==> src/rtl/db_arbiter.sv <==
// -----------------------------------------------------------------------------
// db_arbiter
//   Two-master round-robin arbiter for the shared memory data bus.
//   Master 0 is the CPU core bus port; master 1 is a secondary requester
//   (DMA / TLB refill walker). The grant is held until the slave signals
//   ready, the granted master aborts, or (optionally) the watchdog expires.
//
//   Optional feature: define DB_ARB_TIMEOUT_EN to build in the BUSY watchdog
//   (TIMEOUT_CYCLES stalled cycles force completion with all-ones data and a
//   one-cycle bus_error pulse). Without it, bus_error is tied low.
//
// Ports
//   clk, res                  clock (rising edge), async active-low reset
//   m0_* / m1_*               master request (addr, accessType, dataOut) and
//                             per-master ready completion strobe
//   m_dataIn                  read data broadcast to both masters
//   s_*                       single downstream slave port
//   grant, busy               granted master index (valid while busy) and
//                             transaction-in-progress flag
//   bus_error                 one-cycle watchdog timeout pulse
// -----------------------------------------------------------------------------
module db_arbiter #(
  parameter int DATA_W         = 32,
  parameter int ADDR_W         = 32,
  parameter int TIMEOUT_CYCLES = 255,
  parameter int TO_W           = 8
) (
  input  logic              clk,
  input  logic              res,
  input  logic [ADDR_W-1:0] m0_addr,
  input  logic [1:0]        m0_accessType,
  input  logic [DATA_W-1:0] m0_dataOut,
  output logic              m0_ready,
  input  logic [ADDR_W-1:0] m1_addr,
  input  logic [1:0]        m1_accessType,
  input  logic [DATA_W-1:0] m1_dataOut,
  output logic              m1_ready,
  output logic [DATA_W-1:0] m_dataIn,
  output logic [ADDR_W-1:0] s_addr,
  output logic [1:0]        s_accessType,
  output logic [DATA_W-1:0] s_dataOut,
  input  logic [DATA_W-1:0] s_dataIn,
  input  logic              s_ready,
  output logic              grant,
  output logic              busy,
  output logic              bus_error
);

  localparam logic [1:0] MEM_ACCESS_NONE = 2'b00;

  typedef enum logic {
    ST_IDLE = 1'b0,
    ST_BUSY = 1'b1
  } state_t;

  state_t r_state;
  state_t w_state_nxt;
  logic   r_grant;
  logic   w_grant_nxt;
  logic   r_last_grant;
  logic   w_last_grant_nxt;

  logic   w_req0;
  logic   w_req1;
  logic   w_gnt_req;
  logic   w_busy;
  logic   w_timeout;

  assign w_req0    = (m0_accessType != MEM_ACCESS_NONE);
  assign w_req1    = (m1_accessType != MEM_ACCESS_NONE);
  assign w_busy    = (r_state == ST_BUSY);
  assign w_gnt_req = r_grant ? w_req1 : w_req0;

`ifdef DB_ARB_TIMEOUT_EN
  // Counts stalled BUSY cycles already elapsed; reads 0 on the first BUSY
  // cycle, so the watchdog fires on the TIMEOUT_CYCLES-th stalled cycle.
  logic [TO_W-1:0] r_to_cnt;

  always_ff @(posedge clk or negedge res) begin
    if (!res) begin
      r_to_cnt <= '0;
    end else if (!w_busy) begin
      r_to_cnt <= '0;
    end else if (!s_ready) begin
      r_to_cnt <= r_to_cnt + 1'b1;
    end
  end

  // A real s_ready in the same cycle wins: normal completion, no error.
  assign w_timeout = w_busy && !s_ready &&
                     (r_to_cnt == TO_W'(TIMEOUT_CYCLES - 1));
`else
  // Watchdog not built; its parameters are referenced only to keep the
  // parameter list identical between both builds.
  assign w_timeout = 1'b0 && (TIMEOUT_CYCLES > 0) && (TO_W > 0);
`endif

  // State, grant and round-robin history registers
  always_ff @(posedge clk or negedge res) begin
    if (!res) begin
      r_state      <= ST_IDLE;
      r_grant      <= 1'b0;
      r_last_grant <= 1'b1;   // master 0 wins the first tie
    end else begin
      r_state      <= w_state_nxt;
      r_grant      <= w_grant_nxt;
      r_last_grant <= w_last_grant_nxt;
    end
  end

  // Next-state logic
  always_comb begin
    w_state_nxt      = r_state;
    w_grant_nxt      = r_grant;
    w_last_grant_nxt = r_last_grant;
    if (r_state == ST_IDLE) begin
      if (w_req0 || w_req1) begin
        w_state_nxt = ST_BUSY;
        // Tie goes to the master that did not own the last transaction;
        // otherwise the sole requester (req1 set means master 1).
        w_grant_nxt = (w_req0 && w_req1) ? ~r_last_grant : w_req1;
      end
    end else begin
      // Completion, watchdog expiry or abort by the granted master all
      // return to IDLE, which guarantees a NONE cycle on the slave.
      if (s_ready || w_timeout || !w_gnt_req) begin
        w_state_nxt      = ST_IDLE;
        w_last_grant_nxt = r_grant;
      end
    end
  end

  // Slave-side mux and ready routing. The ready paths use only registered
  // state/grant plus s_ready, never a master's accessType, so the CPU's
  // ready -> nextState -> accessType path cannot close a combinational loop.
  always_comb begin
    s_accessType = MEM_ACCESS_NONE;
    s_addr       = '0;
    s_dataOut    = '0;
    m0_ready     = 1'b0;
    m1_ready     = 1'b0;
    if (w_busy) begin
      if (r_grant) begin
        s_accessType = m1_accessType;
        s_addr       = m1_addr;
        s_dataOut    = m1_dataOut;
        m1_ready     = s_ready || w_timeout;
      end else begin
        s_accessType = m0_accessType;
        s_addr       = m0_addr;
        s_dataOut    = m0_dataOut;
        m0_ready     = s_ready || w_timeout;
      end
    end
  end

  assign m_dataIn  = w_timeout ? {DATA_W{1'b1}} : s_dataIn;
  assign grant     = r_grant;
  assign busy      = w_busy;
  assign bus_error = w_timeout;

endmodule
==> config.mk <==
export PLATFORM = sky130hd
export DESIGN_NAME = db_arbiter
export DESIGN_NICKNAME = d
export VERILOG_FILES = /design/src/rtl/db_arbiter.sv
export SDC_FILE = /design/constraint.sdc
export NUM_CORES = 1
export LEC_CHECK = 0
export ABC_CLOCK_PERIOD_IN_PS = 2550
export BUFFER_PORTS_ARGS = -buffer_cell sky130_fd_sc_hd__buf_2
export CORE_AREA = 2 2 105 107
export CTS_BUF_LIST = sky130_fd_sc_hd__clkbuf_4 sky130_fd_sc_hd__clkbuf_8
export DETAILED_ROUTE_END_ITERATION = 8
export DIE_AREA = 0 0 107 109
export HOLD_SLACK_MARGIN = 0.05
export SYNTH_ARGS = -nofsm -noshare
export SYNTH_HDL_FRONTEND = slang
export SYNTH_SLANG_ARGS = --single-unit
==> constraint.sdc <==
create_clock -name clk -period 2.55 [get_ports clk]
set_input_delay 0.255 -clock clk [delete_from_list [all_inputs] [get_ports clk]]
set_output_delay 0.255 -clock clk [all_outputs]
set_load 0.02 [all_outputs]
Word level (Yosys, flattened, before mapping)
Cells that the tools add are included.
- flip-flop bits (word level): 3
- bits in read-only memories: 0
- word-level logic and storage cells: 28
- output and inout port bits: 103
- latch bits: 0
- memory bits (writable): 0
- bits of input ports: 167
- memories: 0
- mux-type cells: 15
- div/mod/pow operators: 0
- reductions and logical operators: 8
- shift-type cells: 0
- equal/unequal tests: 0
- $mul: 0
- bitwise gates (word level): 2
- add/subtract/negate cells: 0
- magnitude comparators: 0
- operators with widths (kind ; number):
    2-to-1 mux 32 bit ; 4
    2-to-1 mux 1 bit ; 9
    2-to-1 mux 2 bit ; 2
    AND reduction 2 bit ; 2
    nonzero test 2 bit ; 2
    logical OR 1 bit ; 2
    NOT 1 bit ; 2
    logical AND 1 bit ; 1
    logical NOT 1 bit ; 1

Depth between registers and ports, before layout
Gate-level depths: netlist of run 1.
- depth in word-level cells: 6
- gate-level depth with buffers: 4
- gate-level depth less buffers: 3

Worst setup path before layout of run 1
Ideal clock, no wire load.
- kind: reg-to-output
- start point: register r_grant (netlist: grant)
- end point: output s_dataOut[23]
- slack: 1.098 ns
- arrival time: 1.197 ns
- cell stages (with the launch flop): 5
- required time: 2.295 ns
- path buffers: 2
- path through: dfrtp_1 buf_6 buf_4 mux2i_1 nor2_1
- longest elaborated chain between the ends: 2
- ends and longest elaborated chain (element ; line ; RTL):
    start: declaration ; 58 ; logic r_grant;
    start signal: assignment ; 106 ; r_grant <= w_grant_nxt;
    2-to-1 mux 32 bit ; 143 ; if (r_grant) begin
    2-to-1 mux 32 bit ; 142 ; if (w_busy) begin
    end: declaration ; 41 ; output logic [DATA_W-1:0] s_dataOut,
Every way passes these cells.

Worst setup path in the final report of run 1
- start point: register r_grant (netlist: grant)
- end point: output s_dataOut[7]
Same word-level chain as after synthesis.

==> flow_summary.html, run 1 <==
<table>
<tr><th>Metric</th><th>Value</th></tr>
<tr><th colspan="2">Timing</th></tr>
<tr><td>Fin. Hold Viols</td><td>0</td></tr>
<tr><td>Number of pins with negative max-slew slack in the final report</td><td>0</td></tr>
<tr><td>Minimum clock period</td><td>2030 ps</td></tr>
<tr><td>Fin Clk Skew</td><td>0.280 ps</td></tr>
<tr><td>Unrepaired setup endpoints after global routing</td><td>no</td></tr>
<tr><td>Final period util</td><td>79.5%</td></tr>
<tr><td>Count of final setup violators</td><td>0</td></tr>
<tr><td>Setup Total Neg Slack</td><td>0 ps</td></tr>
<tr><td>Timing-limited maximum frequency</td><td>493 MHz</td></tr>
<tr><th colspan="2">Clocking</th></tr>
<tr><td>Buffer levels on the longest clock path</td><td>2</td></tr>
<tr><td>CTS Root Buffer Type</td><td>sky130_fd_sc_hd__clkbuf_8</td></tr>
<tr><td>Clock tree from TritonCTS</td><td>done</td></tr>
<tr><td>Clock latency on the worst-skew pair</td><td>210 ps</td></tr>
<tr><td>Number of resized instances in the post-cts repair step</td><td>0</td></tr>
<tr><td>Num Clock Sinks</td><td>3</td></tr>
<tr><td>Number of buffers inserted by hold repair at cts</td><td>1</td></tr>
<tr><td>Number of CTS-inserted buffers</td><td>3</td></tr>
<tr><td>Buffers inserted by post-CTS timing repair</td><td>0</td></tr>
<tr><td>Clock input transition at the sequential cells of the worst setup and hold paths</td><td>30 ps</td></tr>
<tr><td>H-tree level count</td><td>1</td></tr>
<tr><th colspan="2">Synth</th></tr>
<tr><td>Sequential fraction of the synthesis area</td><td>5.16%</td></tr>
<tr><td>Syn Nets</td><td>368</td></tr>
<tr><td>Cells after synthesis</td><td>201</td></tr>
<tr><td>Number of library cell types mapped by synthesis</td><td>21</td></tr>
<tr><td>Netlist Area Pre-Place</td><td>0.00148 sq mm</td></tr>
<tr><td>Post-synthesis register bit count</td><td>3</td></tr>
<tr><td>Total of warnings raised by yosys</td><td>0</td></tr>
<tr><td>Average footprint of a synthesized cell</td><td>7.36 sq um</td></tr>
<tr><th colspan="2">Layout</th></tr>
<tr><td>Synth-to-layout area growth</td><td>61.1%</td></tr>
<tr><td>Filler instances</td><td>1235</td></tr>
<tr><td>Number of non-filler instances in the completed layout</td><td>506</td></tr>
<tr><td>Final core utilization</td><td>22.5%</td></tr>
<tr><td>Layout Nets</td><td>534</td></tr>
<tr><td>N_diodes</td><td>0</td></tr>
<tr><td>Share of final-layout standard cells stronger than drive strength 1</td><td>59.0%</td></tr>
<tr><th colspan="2">Routing</th></tr>
<tr><td>Final Routed Wirelength</td><td>6130 um</td></tr>
<tr><td>Via total after detailed routing</td><td>1925</td></tr>
<tr><td>Average wire per standard cell</td><td>12.1 um</td></tr>
<tr><td>Length of the first detailed-routing pass in iterations</td><td>5</td></tr>
<tr><td>Initial DRC Count</td><td>35</td></tr>
<tr><td>Avg Vias per Cell</td><td>3.80</td></tr>
<tr><td>Antenna Nets Post-Route</td><td>0</td></tr>
<tr><td>Post-route DRC violation count</td><td>0</td></tr>
<tr><th colspan="2">Worst setup path</th></tr>
<tr><td>Cells along the critical path</td><td>buf_12 &gt; mux2i_1 &gt; nor2_1 &gt; buf_2</td></tr>
<tr><td>CP Capture Type</td><td>output pin</td></tr>
<tr><td>Required time of the worst setup path</td><td>2300 ps</td></tr>
<tr><td>Stage delay of the slowest cell on the critical path</td><td>680 ps</td></tr>
<tr><td>Critical path launch point type</td><td>flip-flop</td></tr>
<tr><td>Arr. time, crit path</td><td>1770 ps</td></tr>
<tr><td>Max FO, Critical Path</td><td>35</td></tr>
<tr><td>R2R Setup Slk</td><td>1100 ps</td></tr>
<tr><td>Reg-to-reg startpoint</td><td>grant$_DFFE_PN0P_</td></tr>
<tr><td>Capture point of the worst reg-to-reg path</td><td>r_last_grant$_DFFE_PN1P_</td></tr>
<tr><td>R2R depth</td><td>4</td></tr>
<tr><td>CP Class</td><td>reg2out</td></tr>
<tr><td>Critical Path Slowest Stage Cell</td><td>sky130_fd_sc_hd__dfrtp_4</td></tr>
<tr><th colspan="2">Floorplan</th></tr>
<tr><td>Number of I/O pins</td><td>270</td></tr>
<tr><td>Floorplan die height</td><td>109 um</td></tr>
<tr><td>Starting density of the core</td><td>13.9%</td></tr>
<tr><td>Site row count</td><td>38</td></tr>
<tr><td>Die width</td><td>107 um</td></tr>
<tr><td>Die Area</td><td>0.0117 sq mm</td></tr>
<tr><td>Core area</td><td>0.0106 sq mm</td></tr>
<tr><th colspan="2">Pwr</th></tr>
<tr><td>Pwr per Cell Area</td><td>903 mW/mm^2</td></tr>
<tr><td>VDD IR-drop max</td><td>475 uV</td></tr>
<tr><td>Lkg Pwr</td><td>1.50 nW</td></tr>
<tr><th colspan="2">Global routing</th></tr>
<tr><td>Global route total overflow</td><td>0</td></tr>
<tr><td>Pin count of the biggest net entering global routing</td><td>36</td></tr>
<tr><td>Number of global-route vias before repair</td><td>1582</td></tr>
<tr><td>GRT Resource Usage Total</td><td>8.83%</td></tr>
<tr><td>First-pass GRT wire length</td><td>8020 um</td></tr>
<tr><td>Antenna violations before repair</td><td>0</td></tr>
<tr><th colspan="2">Min path</th></tr>
<tr><td>WHS Endpoint</td><td>r_last_grant$_DFFE_PN1P_</td></tr>
<tr><td>HP Start</td><td>s_ready</td></tr>
<tr><td>Worst Hold Depth</td><td>2</td></tr>
<tr><td>HP Class</td><td>in2reg</td></tr>
<tr><th colspan="2">Placed design</th></tr>
<tr><td>HPWL after DPL</td><td>5440 um</td></tr>
<tr><td>Number of placed instances, taps included</td><td>501</td></tr>
<tr><td>IO buf count</td><td>204</td></tr>
<tr><td>Final RePlAce weighted congestion</td><td>0.806</td></tr>
<tr><th colspan="2">Run</th></tr>
<tr><td>Maximum capacitance violations</td><td>0</td></tr>
<tr><th colspan="2">Run status</th></tr>
<tr><td>Result of the run</td><td>finished, final reports clean</td></tr>
</table>
==> power breakdown <==
part / switching [mW] / leakage (nW) / internal, mW / total [mW]
Clock: 0.0312 / 0.0262 / 0.117 / 0.148
Sequential: 0.110 / 0.0324 / 0.0771 / 0.187
Combinational: 1.06 / 1.45 / 0.757 / 1.82
Total: 1.20 / 1.50 / 0.951 / 2.15
==> final cells by class <==
class / count / area, sq um / area share, %
Timing Repair Buffer: 209 / 1070 / 45.1
Multi-Input combinational cell: 148 / 997 / 41.9
Tap cell: 140 / 175 / 7.35
Sequential cell: 3 / 80.1 / 3.36
Clock buffer: 4 / 48.8 / 2.05
Inverter: 2 / 7.51 / 0.315
==> logic make-up after synthesis <==
kind of cell	count (synthesis)	share of synthesized area, %
other	1	0.254
buffers and inverters	50	27.4
flip-flops	3	5.16
AO/OA/AOI/OAI	6	2.88
AND/OR/NAND/NOR	75	19.6
multiplexers	66	44.7
==> state kept, by name, indices dropped and copies added (netlist names) <==
register and count:
r_last_grant 1, busy 1, grant 1
==> critical path, delay by kind of cell (launching register included) <==
kind	cells	cell delay, ps
mux	1	310
simple gates	1	70
flops	1	680
buf+inv	2	460
==> cells in the final DEF (no fill, tap or decap), drive strengths merged, types with 2 or more instances in the layout <==
cell type / instances
mux2i: 66
dfrtp: 2
clkbuf: 4
nor2: 71
buf: 208
inv: 2
==> worst max-delay path by stage <==
stage,from,to,cells past startpoint
finish,grant$_DFFE_PN0P_,s_dataOut[7],4
global route,grant$_DFFE_PN0P_,s_dataOut[7],4
CTS,grant$_DFFE_PN0P_,s_dataOut[7],4
detailed placement,grant$_DFFE_PN0P_,s_dataOut[7],4
global placement,grant$_DFFE_PN0P_,s_dataOut[7],4
floorplan,grant$_DFFE_PN0P_,s_dataOut[23],4
==> Yosys cell counts (all sizes together) <==
cell type,count,area [sq um]
a211oi,1,7.51
a21oi,1,5.00
a31oi,1,6.26
and3,1,6.26
buf,46,390
clkbuf,2,7.51
conb,1,3.75
dfrtp,2,50.1
dfstp,1,26.3
inv,2,7.50
mux2i,66,661
nand2,1,3.75
nor2,71,269
nor3,1,5.00
o21ai,1,5.00
o311ai,1,8.76
o32a,1,10.0
or2,1,6.26
==> metrics by stage <==
stage	hold WS [ps]	setup slack, ps	instance area, sq um	power (mW)
5_1_grt	301	398	2380	2.32
3_5_place_dp	56.0	700	2320	2.03
2_1_floorplan	-40.6	1100	1480	1.66
4_1_cts	284	463	2380	2.19
3_3_place_gp	53.1	731	2320	2.02
6_report	290	522	2380	2.15
==> metal layers <==
metal	global-route usage [%]	routed length [um]
met1	7.33	1890
met2	19.7	3350
met3	2.87	857
met4	1.76	41
met5	0	0
Note: power is estimated with default switching activity, not from simulation.
==> run 2: changes to the inputs <==
--- a/config.mk
+++ b/config.mk
@@ -5,12 +5,12 @@
 export SDC_FILE = /design/constraint.sdc
 export NUM_CORES = 1
 export LEC_CHECK = 0
-export ABC_CLOCK_PERIOD_IN_PS = 2550
+export ABC_CLOCK_PERIOD_IN_PS = 2100
 export BUFFER_PORTS_ARGS = -buffer_cell sky130_fd_sc_hd__buf_2
-export CORE_AREA = 2 2 105 107
+export CORE_AREA = 2 2 106 108
 export CTS_BUF_LIST = sky130_fd_sc_hd__clkbuf_4 sky130_fd_sc_hd__clkbuf_8
 export DETAILED_ROUTE_END_ITERATION = 8
-export DIE_AREA = 0 0 107 109
+export DIE_AREA = 0 0 108 110
 export HOLD_SLACK_MARGIN = 0.05
 export SYNTH_ARGS = -nofsm -noshare
 export SYNTH_HDL_FRONTEND = slang
==> constraint.sdc (replaced) <==
create_clock -name clk -period 2.1 [get_ports clk]
set_input_delay 0.21 -clock clk [delete_from_list [all_inputs] [get_ports clk]]
set_output_delay 0.21 -clock clk [all_outputs]
set_load 0.02 [all_outputs]
==> run 2 against run 1 <==
Critical path depth unchanged. Register-to-register slack worse by 320 ps. Core utilization hardly changed. Non-clock buffer count shrank 1. Clock skew increased by 1.8 ps. Combinational power rose by 29%. Power rose by 24%. Cell area is 0.74% higher. Final cell count decreased by 0.20%. Sequential cell count unchanged. Setup slack got worse by 51 ps. Hold slack got worse by 57 ps.
==> flow_summary.html, run 2 (synthesized netlist as in run 1, its figures left out) <==
<table>
<tr><th>Metric</th><th>Value</th></tr>
<tr><th colspan="2">Clocking</th></tr>
<tr><td>Clock tree from TritonCTS</td><td>done</td></tr>
<tr><td>CTS Root Buffer Type</td><td>sky130_fd_sc_hd__clkbuf_8</td></tr>
<tr><td>Num Clock Sinks</td><td>3</td></tr>
<tr><td>Clock latency on the worst-skew pair</td><td>220 ps</td></tr>
<tr><td>Clock input transition at the sequential cells of the worst setup and hold paths</td><td>30 ps</td></tr>
<tr><td>H-tree level count</td><td>1</td></tr>
<tr><td>Buffer levels on the longest clock path</td><td>2</td></tr>
<tr><td>Number of CTS-inserted buffers</td><td>3</td></tr>
<tr><td>Buffers inserted by post-CTS timing repair</td><td>0</td></tr>
<tr><th colspan="2">Routing</th></tr>
<tr><td>Final Routed Wirelength</td><td>5560 um</td></tr>
<tr><td>Avg Vias per Cell</td><td>3.87</td></tr>
<tr><td>Length of the first detailed-routing pass in iterations</td><td>4</td></tr>
<tr><td>Post-route DRC violation count</td><td>0</td></tr>
<tr><td>Via total after detailed routing</td><td>1953</td></tr>
<tr><td>Average wire per standard cell</td><td>11.0 um</td></tr>
<tr><td>Antenna Nets Post-Route</td><td>0</td></tr>
<tr><td>Initial DRC Count</td><td>46</td></tr>
<tr><th colspan="2">Floorplan</th></tr>
<tr><td>Floorplan die height</td><td>110 um</td></tr>
<tr><td>Starting density of the core</td><td>13.8%</td></tr>
<tr><td>Die width</td><td>108 um</td></tr>
<tr><td>Core area</td><td>0.0107 sq mm</td></tr>
<tr><td>Number of I/O pins</td><td>270</td></tr>
<tr><td>Die Area</td><td>0.0119 sq mm</td></tr>
<tr><td>Site row count</td><td>38</td></tr>
<tr><th colspan="2">Worst setup path</th></tr>
<tr><td>Required time of the worst setup path</td><td>1890 ps</td></tr>
<tr><td>Critical path launch point type</td><td>flip-flop</td></tr>
<tr><td>Max FO, Critical Path</td><td>45</td></tr>
<tr><td>CP Class</td><td>reg2out</td></tr>
<tr><td>Reg-to-reg startpoint</td><td>grant$_DFFE_PN0P_</td></tr>
<tr><td>CP Capture Type</td><td>output pin</td></tr>
<tr><td>Arr. time, crit path</td><td>1420 ps</td></tr>
<tr><td>CP Launch Point</td><td>grant$_DFFE_PN0P_</td></tr>
<tr><th colspan="2">Layout</th></tr>
<tr><td>Cell area after layout</td><td>0.00240 sq mm</td></tr>
<tr><td>Filler instances</td><td>1221</td></tr>
<tr><td>N_diodes</td><td>0</td></tr>
<tr><td>Multi-input gate area</td><td>997 sq um</td></tr>
<tr><td>Most common library cell in the layout ignoring fill and taps</td><td>sky130_fd_sc_hd__buf_2</td></tr>
<tr><td>Share of final-layout standard cells stronger than drive strength 1</td><td>58.9%</td></tr>
<tr><td>Synth-to-layout area growth</td><td>62.3%</td></tr>
<tr><td>Layout Nets</td><td>533</td></tr>
<tr><td>Final core utilization</td><td>22.4%</td></tr>
<tr><td>Flip-flop and latch area</td><td>80.1 sq um</td></tr>
<tr><td>Leading cell types in the layout, fill and taps excluded</td><td>sky130_fd_sc_hd__buf_2, sky130_fd_sc_hd__nor2_1, sky130_fd_sc_hd__mux2i_1</td></tr>
<tr><th colspan="2">Placed design</th></tr>
<tr><td>IO buf count</td><td>204</td></tr>
<tr><td>Final RePlAce weighted congestion</td><td>0.735</td></tr>
<tr><td>HPWL after DPL</td><td>4660 um</td></tr>
<tr><td>Area after DPL</td><td>0.00234 sq mm</td></tr>
<tr><th colspan="2">Timing</th></tr>
<tr><td>Count of final setup violators</td><td>0</td></tr>
<tr><td>Timing-limited maximum frequency</td><td>614 MHz</td></tr>
<tr><td>Fin. Hold Viols</td><td>0</td></tr>
<tr><td>Unrepaired setup endpoints after global routing</td><td>no</td></tr>
<tr><td>Fin Clk Skew</td><td>2.04 ps</td></tr>
<tr><td>Setup Total Neg Slack</td><td>0 ps</td></tr>
<tr><td>Hold slack</td><td>233 ps</td></tr>
<tr><td>Number of pins with negative max-slew slack in the final report</td><td>0</td></tr>
<tr><td>Final period util</td><td>77.5%</td></tr>
<tr><td>Minimum clock period</td><td>1630 ps</td></tr>
<tr><th colspan="2">Global routing</th></tr>
<tr><td>Pin count of the biggest net entering global routing</td><td>68</td></tr>
<tr><td>GRT Resource Usage Total</td><td>7.61%</td></tr>
<tr><td>Global route total overflow</td><td>0</td></tr>
<tr><td>First-pass GRT wire length</td><td>7380 um</td></tr>
<tr><td>Antenna violations before repair</td><td>0</td></tr>
<tr><td>Number of global-route vias before repair</td><td>1699</td></tr>
<tr><th colspan="2">Pwr</th></tr>
<tr><td>VDD IR-drop max</td><td>682 uV</td></tr>
<tr><td>Total Power</td><td>2.66 mW</td></tr>
<tr><td>Pwr per Cell Area</td><td>1110 mW/mm^2</td></tr>
<tr><td>Lkg Pwr</td><td>1.51 nW</td></tr>
<tr><th colspan="2">Run status</th></tr>
<tr><td>Result of the run</td><td>finished, final reports clean</td></tr>
<tr><th colspan="2">Min path</th></tr>
<tr><td>HP Class</td><td>in2reg</td></tr>
<tr><td>HP Start</td><td>s_ready</td></tr>
<tr><th colspan="2">Run</th></tr>
<tr><td>Maximum capacitance violations</td><td>0</td></tr>
</table>
-- run 2: cell types whose count changed in the layout (fill, tap and decap cells not counted), sizes merged --
| cell | previous run | this run |
|---|---|---|
| buf | 208 | 207 |
-- run 2: layer usage --
layer | global-route usage [%] | wire, um | up-vias
met1 | 6.97 | 1780 | 837
li1 | - | - | 965
met3 | 1.65 | 623 | 14
met2 | 16.5 | 3050 | 137
met4 | 1.92 | 103 | 0
met5 | 0 | 0 | -
-- run 2: path summary, 6_finish.rpt --
kind | slack [ps] | end | depth (start not counted)
setup / recovery | 470 | s_dataOut[5] | 4
hold / removal | 230 | r_last_grant$_DFFE_PN1P_ | 2
setup reg to reg | 780 | busy$_DFF_PN0_ | 4
hold reg to reg | 530 | r_last_grant$_DFFE_PN1P_ | 2
max in group asynchronous | 1580 | r_last_grant$_DFFE_PN1P_ | 2
min in group asynchronous | 320 | grant$_DFFE_PN0P_ | 2
-- run 2: area by class of cell --
class | instances | area share (%)
Timing Repair Buffer | 208 | 45.5
Clock buffer | 4 | 2.03
Tap cell | 140 | 7.30
Multi-Input combinational cell | 148 | 41.6
Sequential cell | 3 | 3.34
Inverter | 2 | 0.313
-- run 2: what timing repair did --
action	CTS	global route
hold endpoints to repair	3	0
gates resized for setup	0	0
hold buffers	1	0
-- run 2: stage by stage --
step                      worst slack (ps)  instances
after detailed placement               635        500
final                                  472        505
after global routing                   369        505
after CTS                              399        505
after global placement                 616        500
after floorplan                        693        201
-- run 2: power breakdown --
| group | switching, mW | internal (mW) | leakage, nW |
|---|---|---|---|
| clock | 0.0419 | 0.143 | 0.0262 |
| sequential | 0.0331 | 0.0947 | 0.0324 |
| combinational | 1.40 | 0.954 | 1.45 |
| total | 1.47 | 1.19 | 1.51 |
-- run 2: worst max-delay path, cell delays in order, from the launching register on --
cell	delay, ps
sky130_fd_sc_hd__dfrtp_4	430
sky130_fd_sc_hd__buf_12	260
sky130_fd_sc_hd__mux2i_1	230
sky130_fd_sc_hd__nor2_1	50
sky130_fd_sc_hd__buf_2	170
